==> src/rtl/ice_unlock_pkg.sv <==
// Shared types and constants for the ICE unlock controller: FSM states,
// register offsets, STATUS/CTRL bit positions and the unlock key table.
package ice_unlock_pkg;

  typedef enum logic [1:0] {
    ST_LOCKED  = 2'd0,
    ST_STEP    = 2'd1,
    ST_UNLK    = 2'd2,
    ST_LOCKOUT = 2'd3
  } state_e;

  localparam logic [31:0] OFS_DATA   = 32'h0;
  localparam logic [31:0] OFS_STATUS = 32'h4;
  localparam logic [31:0] OFS_CTRL   = 32'h8;

  localparam int ST_UNLK_BIT  = 0;
  localparam int ST_LO_BIT    = 1;
  localparam int ST_STEP_LSB  = 4;
  localparam int ST_FAIL_LSB  = 8;
  localparam int ST_TMO_BIT   = 12;

  localparam int CTRL_RELOCK_BIT  = 0;
  localparam int CTRL_CLRFAIL_BIT = 1;

  // Key i lives in ICEUNLK_KEYS[i]; only the DW LSBs are compared.
  localparam logic [3:0][31:0] ICEUNLK_KEYS = {
    32'h0f1e_2d3c, 32'hc3c3_3c3c, 32'h5a5a_a5a5, 32'hffae_6832
  };

endpackage

==> src/rtl/ice_wr_sync.sv <==
// Brings an asynchronous active-low write strobe into the local clock domain
// and emits a one-cycle pulse per falling edge.
module ice_wr_sync (
  input  logic clk,
  input  logic rst,
  input  logic wr_n_async,
  output logic wr_pulse
);

  logic s1_q, s2_q, prev_q;

  // Flops reset high so an idle strobe never produces a spurious pulse.
  always_ff @(posedge clk or posedge rst) begin
    if (rst) begin
      s1_q   <= 1'b1;
      s2_q   <= 1'b1;
      prev_q <= 1'b1;
    end else begin
      s1_q   <= wr_n_async;
      s2_q   <= s1_q;
      prev_q <= s2_q;
    end
  end

  assign wr_pulse = !s2_q && prev_q;

endmodule

==> src/rtl/ice_unlock_ctl.sv <==
// ICE security control: register window decode, multi-key unlock FSM with
// failure counting and lockout. Optional step timeout under ICEUNLK_TIMEOUT_EN.
module ice_unlock_ctl
  import ice_unlock_pkg::*;
#(
  parameter int              DW        = 32,
  parameter int              AW        = 32,
  parameter logic [AW-1:0]   BASE_ADDR = 32'h0400_0000,
  parameter int              NKEY      = 2,
  parameter int              MAXFAIL   = 3,
  parameter int              TMO_CYC   = 1024
) (
  input  logic          FCLKRT,
  input  logic          SYSRSOUT,
  input  logic [AW-1:0] ICEIFA,
  input  logic [DW-1:0] ICEDI,
  input  logic          ICEWR,
  input  logic          ICEMSKCKSMER,
  input  logic          CKSMER,
  input  logic          PSEUDOCKSMER,
  input  logic          CSPDTFLP,
  output logic          ICECKSMER,
  output logic          CSPDTFLG,
  output logic [DW-1:0] ICEDOP,
  output logic          UNLOCKED,
  output logic          LOCKOUT
);

  localparam logic [AW-3:0] BASE_W = BASE_ADDR[AW-1:2];

  logic          wr_pulse;
  state_e        state_q, state_d;
  logic [1:0]    step_q, step_d;
  logic [3:0]    fail_q, fail_d;
  logic [DW-1:0] data_q, data_d;
  logic          tmo_flag;

  ice_wr_sync u_sync (
    .clk        (FCLKRT),
    .rst        (SYSRSOUT),
    .wr_n_async (ICEWR),
    .wr_pulse   (wr_pulse)
  );

  logic hit_data, hit_status, hit_ctrl;
  assign hit_data   = ICEIFA[AW-1:2] == BASE_W + (AW-2)'(OFS_DATA >> 2);
  assign hit_status = ICEIFA[AW-1:2] == BASE_W + (AW-2)'(OFS_STATUS >> 2);
  assign hit_ctrl   = ICEIFA[AW-1:2] == BASE_W + (AW-2)'(OFS_CTRL >> 2);

  logic [DW-1:0] key_cur, key_last;
  assign key_cur  = ICEUNLK_KEYS[step_q][DW-1:0];
  assign key_last = ICEUNLK_KEYS[NKEY-1][DW-1:0];

`ifdef ICEUNLK_TIMEOUT_EN
  localparam int TW = $clog2(TMO_CYC + 1);
  logic [TW-1:0] tmo_cnt_q, tmo_cnt_d;
  logic          tmo_flag_q, tmo_flag_d;
  assign tmo_flag = tmo_flag_q;
`else
  logic unused_bits;
  assign tmo_flag    = 1'b0;
  assign unused_bits = &{1'b0, ICEIFA[1:0], TMO_CYC[0]};
`endif

  always_comb begin
    state_d = state_q;
    step_d  = step_q;
    fail_d  = fail_q;
    data_d  = data_q;
`ifdef ICEUNLK_TIMEOUT_EN
    tmo_flag_d = tmo_flag_q;
    tmo_cnt_d  = (state_q == ST_STEP && !wr_pulse) ? tmo_cnt_q + 1'b1 : '0;
    // A write in the same cycle takes precedence over the timeout.
    if (state_q == ST_STEP && !wr_pulse && tmo_cnt_q == TW'(TMO_CYC - 1)) begin
      state_d    = ST_LOCKED;
      step_d     = '0;
      tmo_flag_d = 1'b1;
    end
`endif
    if (wr_pulse && state_q != ST_LOCKOUT) begin
      if (hit_data) begin
        if (state_q == ST_UNLK) begin
          data_d = ICEDI;
          if (ICEDI != key_last) state_d = ST_LOCKED;
        end else if (ICEDI == key_cur) begin
          data_d = ICEDI;
          if (step_q == 2'(NKEY - 1)) begin
            state_d = ST_UNLK;
            step_d  = '0;
          end else begin
            state_d = ST_STEP;
            step_d  = step_q + 2'd1;
          end
        end else begin
          step_d  = '0;
          fail_d  = (fail_q == 4'hf) ? fail_q : fail_q + 4'd1;
          state_d = ({1'b0, fail_q} + 5'd1 == 5'(MAXFAIL)) ? ST_LOCKOUT : ST_LOCKED;
        end
      end else if (hit_ctrl) begin
        if (ICEDI[CTRL_CLRFAIL_BIT] && state_q == ST_UNLK) fail_d = '0;
        if (ICEDI[CTRL_RELOCK_BIT]) begin
          state_d = ST_LOCKED;
          step_d  = '0;
`ifdef ICEUNLK_TIMEOUT_EN
          tmo_flag_d = 1'b0;
`endif
        end
      end
    end
  end

  always_ff @(posedge FCLKRT or posedge SYSRSOUT) begin
    if (SYSRSOUT) begin
      state_q <= ST_LOCKED;
      step_q  <= '0;
      fail_q  <= '0;
      data_q  <= '0;
`ifdef ICEUNLK_TIMEOUT_EN
      tmo_cnt_q  <= '0;
      tmo_flag_q <= 1'b0;
`endif
    end else begin
      state_q <= state_d;
      step_q  <= step_d;
      fail_q  <= fail_d;
      data_q  <= data_d;
`ifdef ICEUNLK_TIMEOUT_EN
      tmo_cnt_q  <= tmo_cnt_d;
      tmo_flag_q <= tmo_flag_d;
`endif
    end
  end

  logic [31:0] status;
  always_comb begin
    status = '0;
    status[ST_UNLK_BIT]              = UNLOCKED;
    status[ST_LO_BIT]                = LOCKOUT;
    status[ST_STEP_LSB +: 2]         = step_q;
    status[ST_FAIL_LSB +: 4]         = fail_q;
    status[ST_TMO_BIT]               = tmo_flag;
  end

  always_comb begin
    ICEDOP = '0;
    if (hit_data && state_q == ST_UNLK) ICEDOP = data_q;
    else if (hit_status)                ICEDOP = status[DW-1:0];
  end

  assign UNLOCKED  = state_q == ST_UNLK;
  assign LOCKOUT   = state_q == ST_LOCKOUT;
  assign CSPDTFLG  = CSPDTFLP & UNLOCKED;
  assign ICECKSMER = PSEUDOCKSMER | (ICEMSKCKSMER & CKSMER);

endmodule

==> config.mk <==
export PLATFORM = sky130hd
export DESIGN_NAME = ice_unlock_ctl
export DESIGN_NICKNAME = d
export VERILOG_FILES = /design/src/rtl/ice_unlock_pkg.sv /design/src/rtl/ice_wr_sync.sv /design/src/rtl/ice_unlock_ctl.sv
export SDC_FILE = /design/constraint.sdc
export NUM_CORES = 1
export LEC_CHECK = 0
export ABC_AREA = 1
export CAP_MARGIN = 20
export CORE_MARGIN = 1
export CORE_UTILIZATION = 52
export DETAILED_ROUTE_END_ITERATION = 6
export PLACE_DENSITY = 0.95
export SLEW_MARGIN = 20
export SYNTH_ARGS = -nofsm -noshare
export SYNTH_HDL_FRONTEND = slang
export SYNTH_SLANG_ARGS = --single-unit
==> constraint.sdc <==
create_clock -name FCLKRT -period 4.5 [get_ports FCLKRT]
set_clock_uncertainty 0.05 [all_clocks]
set_input_delay 0.675 -clock FCLKRT [delete_from_list [all_inputs] [get_ports FCLKRT]]
set_output_delay 0.675 -clock FCLKRT [all_outputs]
set_load 0.05 [all_outputs]
==> metrics.md <==
| Metric | Value |
|---|---|
| Via count | 4395 |
| Dominant synthesized flop cell | dfrtp_1 |
| CTS tree | yes |
| Post-synth EDFFs | 0 |
| RSZ-0062 raised after global routing | false |
| Hold buffer count at cts | 0 |
| FF+latch count, synth | between 40 and 50 |
| Post_cts resized | 0 |
| Synthesized Nets | 674 |
| CTS Root Cell | clkbuf_8 |
| Total grt overflow | 0 |
| DRT iter0 DRCs | about 690 |
| CTS clk-pin slew, worst paths | approximately 0.08 ns |
| 1st-pass router iterations | 7 |
| Setup_tns | 0 ns |
| Final Net Count | 767 |
| Share of layout cells above drive strength 1 | 6.232% |
| Placed inst area | 4797 µm² |
| CP startpoint kind | input pin |
| Slew Limit Fails | 0 |
| Die area | 7114 µm² |
| Core footprint | 6459 µm² |
| Hold Crit Class | reg2reg |
| YS warnings | 0 |
| CTS max path bufs | 2 |
| WP data required | 3.77 ns |
| Total clock sinks | 43 |
| Crit path kind | in2out |
| Final hold violation count | 0 |
| Max frequency | 253.3 MHz |
| Initial core utilization | roughly 55% |
| Met2 Use GR | between 50% and 60% |
| Crit. End Element | primary output |
| I/O pin cnt | approximately 110 |
| Crit path time final | 3.949 ns |
| Failing checks | design-rule violations |
| Post-place setup slack | approximately 0.69 ns |
| Max-Cap Viols | 0 |
| DP HPWL | 8.207 mm |
| Via density | 5.730 |
| Ant diodes | 0 |
| Die Wd | 84.35 µm |
| Most Used Layer, Global Route | met2 |
| H-Tree Level Count | 2 |
| Register area share after synthesis | a little under a third |
| DRC violations left | 4 |
| Worst-path maximum fanout | 30 |
| Synth area leaders | dfrtp_1 28%, nand2_1 21%, nor2_1 12%, inv_1 11%, nand4_1 7.6% |
| Syn_area_per_cell | 5.916 µm² |
| Slew at the pin with the worst max-slew slack | 0.9670 ns |
| CTS Buf Count | 5 |
| Initial antenna violation count | 0 |
| Synth area leader | dfrtp_1 |
| CP arrival | 3.22 ns |
| Share of the synthesized area in the top cell type | 28.39% |
| Worst vdd ir | roughly 0.14 mV |
| Met1 Track Usage GR | 43.04% |
| Max-slew headroom | 35.38% |
| Period utilisation layout | roughly 88% |
| Cells after Synth | 596 |
| Row count | 29 |
| Synth unique cells | 27 |
| Final setup viols | 0 |
| Largest net degree at the start of global routing | between 40 and 50 |
| Grt met3 use | just under 7% |
| Pwr/cell area | 183.7 nW/µm² |
| First-pass GRT wire length | 19.03 mm |
| Asr flop ratio synth | 100.0% |
| Leakage power | 2.482 nW |
| All-Layer GR Usage | 33.40% |
| Synth Cell Area | around 3500 µm² |
| Antenna-violating nets left | 0 |
| RePlAce Congestion | approximately 1.1 |
| Worst-Skew Late Latency | slightly above 0.3 ns |
| Final core occ | 76.33% |
| Design area | about 4900 µm² |
| Status | complete, but fails checks |
| Layout area overhead | 39.82% |
| Pwr Total | around 910 µW |
| Final wirelength | 11.56 mm |
| Routed len/inst | 15.07 µm |
| Postcts setup bufs | 0 |
| Die height | 84.35 µm |
| Setup slack after layout | 0.5514 ns |
| Vias in the first global route | 4089 |
| I/O Buffers | 104 |
-- registers in the layout (all words and copies together), names as in the netlist --
register,count
u_sync.s1_q,1
u_sync.prev_q,1
step_q,2
fail_q,4
state_q,2
u_sync.s2_q,1
data_q,32
-- path summary, 6_finish.rpt --
check	startpoint	end	slack, ns	depth (start not counted)
setup reg to reg	step_q[1]	data_q[17]	1.20	13
setup / recovery	ICEIFA[9]	ICEDOP[20]	0.55	12
min in group asynchronous	SYSRSOUT	fail_q[3]	0.76	3
max in group asynchronous	SYSRSOUT	u_sync.prev_q	3.26	3
hold / removal	u_sync.s1_q	u_sync.s2_q	0.31	0
hold reg to reg	u_sync.s1_q	u_sync.s2_q	0.31	0
-- per-layer routing --
metal	part of all wire, %	up-vias	wire [µm]
li1	-	2005	-
met1	35	1956	4011
met2	47	367	5424
met3	14	67	1629
met4	4.2	0	490
met5	0	-	0
-- stage by stage --
step / hold WS, ns / std cells
floorplan: 0.2952 / 596
global placement: 0.2960 / 759
detailed placement: 0.2969 / 759
CTS: 0.3085 / 767
global route: 0.3118 / 767
finish: 0.3081 / 767
-- cell families (layout without fill, tap and decap cells) --
kind of cell / Yosys count / count (layout) / share of synthesized area (%)
compound gates: 13 / 13 / 1.987
xor+xnor: 8 / 8 / 1.987
fa+ha+maj: 7 / 7 / 2.484
buf+inv: 128 / 222 / 15.15
flops: 43 / 43 / 30.62
simple gates: 397 / 397 / 47.76
-- where the power goes --
group / switching (mW) / internal (mW)
Combinational: 0.0788 / 0.0731
Clock: 0.143 / 0.222
Sequential: 0.000435 / 0.388
Total: 0.222 / 0.683
-- critical path, cell delays in order --
cell and delay, ns:
clkdlybuf4s50_1 0.42, inv_1 0.07, nand2_1 0.06, nor2_1 0.15, inv_1 0.06, nor2_1 0.10, nand2_1 0.09, nor2_1 0.13
buf_4 0.22, nand2_1 0.57, nor2_1 0.48, buf_12 0.19
-- cells in the final DEF, fill, tap and decap left out --
master             n
nor2_1           114
xnor2_1            6
clkdlybuf4s50_1   80
nand3_1           33
nand3b_1           2
a21o_1             1
and2_1             1
nor3_1             5
nor2_2             2
nand3_4            1
nand4_1           43
o31ai_1            1
clkbuf_1           1
dfrtp_1           40
clkbuf_8           5
ha_1               7
xor2_1             2
dfstp_2            3
nand2_4            1
a21oi_1            2
bufinv_16          2
nand2_1          194
inv_1            105
nor4_1             1
buf_12            24
inv_2              1
buf_4              4
o21ai_0            9
-- cells in the mapped netlist, types with 2 or more instances --
cell,instances
nand2_1,194
nor2_1,114
inv_1,105
nand4_1,43
dfrtp_1,40
nand3_1,33
buf_2,9
o21ai_0,9
ha_1,7
xnor2_1,6
buf_4,5
nor3_1,5
clkbuf_1,4
buf_6,3
dfstp_2,3
a21oi_1,2
nand3b_1,2
nor2_2,2
xor2_1,2
-- final cells by class --
cell class,count,area [µm²]
Clock buffer,6,72.57
Timing Repair Buffer,108,1311
Fill cell,411,1529
Inverter,106,397.9
Tap cell,77,96.34
Multi-Input combinational cell,425,1912
Clock inverter,2,60.06
Sequential cell,43,1080
No activity file was read; power rests on OpenSTA's default activity.
==> RTL edit: new RTL, same settings <==
The package constant `ST_FAIL_LSB` goes from 8 to 9.
--- a/src/rtl/ice_unlock_pkg.sv
+++ b/src/rtl/ice_unlock_pkg.sv
@@ -18,3 +18,3 @@
   localparam int ST_STEP_LSB  = 4;
-  localparam int ST_FAIL_LSB  = 8;
+  localparam int ST_FAIL_LSB  = 9;
   localparam int ST_TMO_BIT   = 12;
Function: changed (a bounded check fails within 10 cycles, from zero or initial values).
==> RTL edit against the unedited design <==
- final area is 8.2% lower
- non-clock buffer count decreased by 1
- die area down 2.9%
- total power is 15% lower
- wire length shrank 14%
- setup slack lost 0.088 ns
- sequential cell count did not move
- area after synthesis is 2.9% lower
- critical endpoint is now ICEDOP[26]
- largest cell class unchanged
==> RTL edit: results (changes against the unedited design) <==
| Metric | Value |
|---|---|
| Clock insertion delay at the later pin of the skew report | `0.29 ns (was 0.31 ns)` |
| Dominant cells by area after synthesis | `sky130_fd_sc_hd__dfrtp_1 (29%), sky130_fd_sc_hd__nand2_1 (20%), sky130_fd_sc_hd__nor2_1 (11%), sky130_fd_sc_hd__nand3_1 (9.7%), sky130_fd_sc_hd__inv_1 (8.2%) (was sky130_fd_sc_hd__dfrtp_1 (28%), sky130_fd_sc_hd__nand2_1 (21%), sky130_fd_sc_hd__nor2_1 (12%), sky130_fd_sc_hd__inv_1 (11%), sky130_fd_sc_hd__nand4_1 (7.6%))` |
| Distinct cells, synth | `35 (was 27)` |
| Delay of the slowest cell on the worst path | `0.84 ns (was 0.57 ns)` |
| Result of the run | `finished, final reports clean (was finished, violations left)` |
| Number of optimization iterations in the first detailed-route pass | `6 (was 7)` |
| Overall global routing resource usage | `29.0% (was 33.4%)` |
| Sequential-to-total area share from yosys stat | `31.6% (was 30.6%)` |
| Crit path arrival time | `3.31 ns (was 3.22 ns)` |
| Crit. Startpoint | `ICEIFA[11] (was ICEIFA[9])` |
| Detailed-placement wirelength estimate | `7650 um (was 8210 um)` |
| Routed wire length | `9930 um (was 11600 um)` |
| Maximum fanout along the worst path | `26 (was 30)` |
| VDD IR-drop max | `0.121 mV (was 0.143 mV)` |
| Routed vias | `3817 (was 4395)` |
| DRC violation total after the first TritonRoute iteration | `340 (was 686)` |
| Weighted congestion at the end of routability-driven global placement | `0.966 (was 1.05)` |
| Fillcell total | `535 (was 411)` |
| Final layout net count | `728 (was 767)` |
| Fraction of layout cells with a size suffix above 1 | `4.76% (was 6.23%)` |
| Post-Syn Nets | `633 (was 674)` |
| Slew of the pin with the lowest slew margin | `1.01 ns (was 0.967 ns)` |
| Cell family with the largest share of critical-path delay | `buffers and inverters (was simple AND/OR/NAND/NOR gates)` |
| Highest-delay cell along the critical path | `sky130_fd_sc_hd__clkdlybuf4s50_1 (was sky130_fd_sc_hd__nand2_1)` |
| Clock tree root buffer cell | `sky130_fd_sc_hd__clkbuf_8 (unchanged)` |
| Via count of the first global-routing pass | `3498 (was 4089)` |
| Wire length of the first global-routing pass | `16500 um (was 19000 um)` |
RTL edit: final cells by class:
class	count	area share (%)
clock buffer	5	1.52
clock inverter	3	0.332
inverter	80	6.78
multi-input combinational	413	41.9
sequential	43	23.9
tap	77	2.13
timing repair buffer	107	23.5
RTL edit: through the flow:
stage	cells	cell area (um2)	utilization, %	setup slack, ns	total power [W]
floorplan	555	3420	-	1.13	0.000447
global placement	720	4440	69.9	0.597	0.000531
detailed placement	720	4440	69.9	0.504	0.000534
CTS	728	4520	71.2	0.497	0.000774
global route	728	4520	71.2	0.284	0.000799
finish	728	4520	71.2	0.463	0.000771
RTL edit: report_power, final:
part	internal, W	switching, W	leakage (nW)
logic	0.0000705	0.0000693	1.52
registers	0.000388	0.000000461	0.591
clock network	0.000106	0.000136	0.0477
RTL edit: kinds of logic (layout without fill, tap and decap cells):
group / after synthesis / after routing / synth area share, %
buffers and inverters: 99 / 195 / 13.1
DFF: 43 / 43 / 31.6
and+or+nand+nor: 376 / 376 / 47.2
AOI/OAI and AO/OA: 21 / 21 / 3.29
xor gates and xnor gates: 9 / 9 / 2.30
adders and majority gates: 7 / 7 / 2.56
RTL edit: worst paths after layout:
| path | end | slack, ns | depth (start not counted) |
|---|---|---|---|
| max in group asynchronous | u_sync.s2_q$_DFF_PP1_ | 3.23 | 3 |
| worst max register to register | data_q[11]$_DFFE_PP0P_ | 1.37 | 13 |
| worst min register to register | u_sync.s2_q$_DFF_PP1_ | 0.31 | 0 |
| min in group asynchronous | data_q[11]$_DFFE_PP0P_ | 0.77 | 3 |
| worst min-delay path | u_sync.s2_q$_DFF_PP1_ | 0.31 | 0 |
| worst max-delay path | ICEDOP[26] | 0.46 | 11 |
RTL edit: per-layer routing:
layer	share of wire, %	global-route usage [%]	wire length (um)	vias up
li1	-	-	-	1889
met1	43	38.8	4300	1750
met2	49	50.0	4880	162
met3	6.2	3.88	617	16
met4	1.3	6.58	131	0
met5	0	0	0	-
